[src/rtl/fetch_unit.sv]
`timescale 1ns/1ps
// Multi-cycle instruction fetch unit: one bus read per request, PC alignment
// check, and flush handling that drains any bus transaction already in flight.
module fetch_unit #(
    parameter int ADDR_W = 32,
    parameter int DATA_W = 32
) (
    input  logic              clk,
    input  logic              resetn,
    input  logic              start,
    input  logic [ADDR_W-1:0] start_pc,
    input  logic              flush,
    output logic              busy,
    output logic              ibus_valid,
    output logic [ADDR_W-1:0] ibus_addr,
    input  logic              ibus_addr_ok,
    input  logic              ibus_data_ok,
    input  logic [DATA_W-1:0] ibus_data,
    output logic              out_valid,
    input  logic              out_ready,
    output logic [ADDR_W-1:0] out_pc,
    output logic [DATA_W-1:0] out_instr,
    output logic              out_exc,
    output logic [2:0]        dbg_state
);

    typedef enum logic [2:0] {
        S_IDLE    = 3'd0,
        S_ADDR    = 3'd1,
        S_DATA    = 3'd2,
        S_HOLD    = 3'd3,
        S_DRAIN_A = 3'd4,
        S_DRAIN_D = 3'd5
    } state_t;

    state_t            state_q, state_d;
    logic [ADDR_W-1:0] pc_q, pc_d;
    logic [DATA_W-1:0] instr_q, instr_d;
    logic              exc_q, exc_d;

    always_ff @(posedge clk or negedge resetn) begin
        if (!resetn) begin
            state_q <= S_IDLE;
            pc_q    <= '0;
            instr_q <= '0;
            exc_q   <= 1'b0;
        end else begin
            state_q <= state_d;
            pc_q    <= pc_d;
            instr_q <= instr_d;
            exc_q   <= exc_d;
        end
    end

    // Once the bus has been asked for an address, the transaction must run to
    // completion even after a flush; the drain states absorb it silently.
    always_comb begin
        state_d = state_q;
        pc_d    = pc_q;
        instr_d = instr_q;
        exc_d   = exc_q;
        unique case (state_q)
            S_IDLE: begin
                if (start && !flush) begin
                    pc_d    = start_pc;
                    instr_d = '0;
                    exc_d   = (start_pc[1:0] != 2'b00);
                    state_d = (start_pc[1:0] != 2'b00) ? S_HOLD : S_ADDR;
                end
            end
            S_ADDR: begin
                if (flush) begin
                    if (!ibus_addr_ok)     state_d = S_DRAIN_A;
                    else if (ibus_data_ok) state_d = S_IDLE;
                    else                   state_d = S_DRAIN_D;
                end else if (ibus_addr_ok) begin
                    if (ibus_data_ok) begin
                        instr_d = ibus_data;
                        state_d = S_HOLD;
                    end else begin
                        state_d = S_DATA;
                    end
                end
            end
            S_DATA: begin
                if (flush) begin
                    state_d = ibus_data_ok ? S_IDLE : S_DRAIN_D;
                end else if (ibus_data_ok) begin
                    instr_d = ibus_data;
                    state_d = S_HOLD;
                end
            end
            S_HOLD: begin
                if (flush || out_ready) state_d = S_IDLE;
            end
            S_DRAIN_A: begin
                if (ibus_addr_ok) state_d = ibus_data_ok ? S_IDLE : S_DRAIN_D;
            end
            S_DRAIN_D: begin
                if (ibus_data_ok) state_d = S_IDLE;
            end
            default: state_d = S_IDLE;
        endcase
    end

    // Handshake: a result transfers on a rising edge where out_valid && out_ready
    // && !flush; out_valid and the payload hold steady until then. The bus
    // request likewise holds ibus_valid/ibus_addr steady until ibus_addr_ok.
    always_comb begin
        busy       = (state_q != S_IDLE);
        ibus_valid = (state_q == S_ADDR) || (state_q == S_DRAIN_A);
        out_valid  = (state_q == S_HOLD);
        ibus_addr  = pc_q;
        out_pc     = pc_q;
        out_instr  = instr_q;
        out_exc    = exc_q;
        dbg_state  = state_q;
    end

    a_no_data_when_idle: assert property (@(posedge clk) disable iff (!resetn)
        !(ibus_data_ok && ((state_q == S_IDLE) || (state_q == S_HOLD))));

endmodule

[config.mk]
export PLATFORM = sky130hd
export DESIGN_NAME = fetch_unit
export DESIGN_NICKNAME = d
export VERILOG_FILES = /design/src/rtl/fetch_unit.sv
export SDC_FILE = /design/constraint.sdc
export NUM_CORES = 1
export LEC_CHECK = 0
export CAP_MARGIN = 15
export CORE_MARGIN = 3
export CORE_UTILIZATION = 42
export DETAILED_ROUTE_END_ITERATION = 10
export GPL_TIMING_DRIVEN = 0
export PLACE_DENSITY = 0.95
export SETUP_SLACK_MARGIN = 0.2
export SLEW_MARGIN = 25
export SYNTH_ARGS = -nofsm -noshare
export SYNTH_HDL_FRONTEND = slang
export SYNTH_SLANG_ARGS = --single-unit
[constraint.sdc]
create_clock -name clk -period 2.9 [get_ports clk]
set_clock_uncertainty 0.1 [all_clocks]
set_input_delay 0.29 -clock clk [delete_from_list [all_inputs] [get_ports clk]]
set_output_delay 0.29 -clock clk [all_outputs]
set_load 0.01 [all_outputs]
==> impl_metrics.json <==
{
  "htree_levels": 3,
  "synth-seq-cells": 68,
  "grt_antenna_before_repair": 0,
  "die_h_um": 92.1,
  "wire_per_inst_um": 17.2,
  "slew_headroom_pct": 61.0,
  "post-cts-setup-buffer-count": 0,
  "setup_violations": 0,
  "crit_arrival_ns": 2.06,
  "yosys_most_used_dff": "dfrtp_1",
  "drt_iter0_drc": 69,
  "mostFrequentLayoutCells": "171 x clkdlybuf4s50_1, 68 x dfrtp_1, 33 x buf_4",
  "path_clk_slew_ns": 0.08,
  "grt_max_degree": 36,
  "grt_pass1_vias": 2683,
  "place_congestion": 0.791,
  "clk_path_buf_depth": 2,
  "via_count": 2499,
  "fmax_mhz": 408,
  "crit_type": "reg -> out",
  "hold_viol": 0,
  "cts_buffers": 9,
  "diodes": 0,
  "fin_crit_ns": 2.45,
  "power.density_nw_per_um2": 1150,
  "dieArea_um2": 8480,
  "crit_path_end_kind": "output pin",
  "grt_pass1_wl_mm": 14.2,
  "via_per_inst": 4.86,
  "drt-total-wl_mm": 8.84,
  "fin_nets": 484,
  "initial_core_util_pct": 44.6,
  "cts_root_buffer": "clkbuf_8",
  "drv_cap": 0,
  "crit_path_start_kind": "register",
  "hpwlAfterDp_mm": 6.94,
  "finalPower_uw": 5970,
  "synth-seq-area-share_pct": 54.7,
  "grt_usage_pct": 20.9,
  "vdd_drop_max_v": 0.000555,
  "cts_tree": "done",
  "p_leak_uw": 0.00236,
  "portBuffers": 172,
  "overflow": 0,
  "area_delta_synth_final_pct": 66.2,
  "drive_above_1_share_pct": 22.7,
  "cts_sinks": 68,
  "yosysWarnings": 0,
  "status": "finished, final reports clean",
  "synth_cells": 228,
  "rsz0062_at_grt": "false",
  "worst_pin_slew_ns": 0.580,
  "num_rows": 30,
  "synth_edf_count": 0,
  "drc_errors": 0,
  "synthArstFlopShare_pct": 100,
  "syn_avg_cell_area_um2": 13.7,
  "core_um2": 6980,
  "first_pass_iters": 4,
  "finalCritPeriodShare_pct": 84.4,
  "ys_types": 32,
  "layout_commonest_cell": "clkdlybuf4s50_1",
  "min_path_type": "in -> async",
  "maxSlewViolCount": 0,
  "cp.required_ns": 2.51,
  "cp_max_fo": 10,
  "die_w_um": 92.1,
  "detail-route-antenna-nets": 0,
  "io_pins": 174,
  "syn-cell-area_um2": 3110,
  "synth_fp_nets": 299,
  "insertion_delay_ns": 0.32,
  "tns_ns": 0
}
==> layer usage <==
| layer | vias up | track usage (%) | part of all wire, % | wire (um) |
|---|---|---|---|---|
| met5 | - | 0 | 0 | 0 |
| met3 | 11 | 5.58 | 6.6 | 587 |
| met4 | 0 | 5.45 | 1.1 | 100 |
| met1 | 1229 | 24.8 | 41 | 3590 |
| li1 | 1149 | - | - | - |
| met2 | 110 | 37.6 | 52 | 4560 |
==> path summary, 6_finish.rpt <==
path,startpoint,cells after the start,to,slack (ns)
setup reg to reg,dbg_state[0]$_DFFE_PN0P_,7,out_instr[20]$_DFFE_PN0P_,0.83
min in group clk,out_instr[1]$_DFFE_PN0P_,1,out_instr[1]$_DFFE_PN0P_,0.40
setup / recovery,dbg_state[1]$_DFFE_PN0P_,4,out_valid,0.45
hold reg to reg,out_instr[1]$_DFFE_PN0P_,1,out_instr[1]$_DFFE_PN0P_,0.40
max in group asynchronous,resetn,3,ibus_addr[3]$_DFFE_PN0P_,1.80
hold / removal,resetn,2,ibus_addr[19]$_DFFE_PN0P_,0.36
==> worst max-delay path: stages, from the launching register on <==
cell	delay (ns)
dfrtp_1	0.37
buf_6	0.14
clkbuf_1	0.34
nor3b_1	0.29
clkdlybuf4s50_1	0.60
==> area by class of cell <==
class / instances / area (um^2)
fillers: 481 / 1810
repair buffers: 174 / 1750
flip-flops and latches: 68 / 1700
multi-input cells: 111 / 1040
plain buffers: 48 / 364
clock buffers: 10 / 128
well taps: 96 / 120
clock inverters: 6 / 63.8
inverters: 1 / 3.75
==> cells by family after synthesis <==
family	after synthesis	synth area share, %
AOI/OAI and AO/OA	48	12.1
muxes	37	16.7
and+or+nand+nor	24	4.18
DFF	68	54.7
xor gates and xnor gates	2	0.563
buffers and inverters	49	11.8
==> cell usage after synthesis, types with 2 or more instances <==
| master | number | area (um^2) |
|---|---|---|
| dfrtp_1 | 68 | 1700 |
| a22o_1 | 32 | 280 |
| buf_4 | 32 | 240 |
| mux2_4 | 28 | 420 |
| mux2_2 | 8 | 90.1 |
| nor2_1 | 8 | 30.0 |
| clkbuf_1 | 7 | 26.3 |
| o21ai_0 | 6 | 30.0 |
| a21oi_1 | 4 | 20.0 |
| buf_2 | 4 | 20.0 |
| nand2_1 | 3 | 11.3 |
| nor2b_1 | 3 | 18.8 |
| a211oi_1 | 2 | 15.0 |
| buf_12 | 2 | 40.0 |
| buf_6 | 2 | 22.5 |
| nand2b_1 | 2 | 12.5 |
| nor3b_1 | 2 | 15.0 |
==> metrics by stage <==
stage | util, % | setup slack (ns) | instance area, um^2 | hold WS, ns | instances
after floorplan | - | 0.922 | 3110 | -0.106 | 228
after global placement | 71.0 | -0.651 | 4950 | 0.362 | 496
after detailed placement | 71.2 | 0.488 | 4970 | 0.164 | 497
after CTS | 74.1 | 0.451 | 5170 | 0.366 | 514
after global routing | 74.1 | 0.256 | 5170 | 0.403 | 514
final | 74.1 | 0.451 | 5170 | 0.363 | 514
==> report_power, final <==
part / internal, uW / switching, uW
Clock: 398 / 365
Combinational: 2190 / 1250
Sequential: 1420 / 357
==> timing repair <==
item                                   CTS  global route
gates resized for setup                  0             0
endpoints found under the hold margin   33             0
hold buffers                             1             0
==> sequential cells by signal, indices dropped and copies added, names as in the netlist <==
name       flops
out_exc        1
dbg_state      3
out_instr     32
ibus_addr     32
Note: power is estimated with default switching activity, not from simulation.
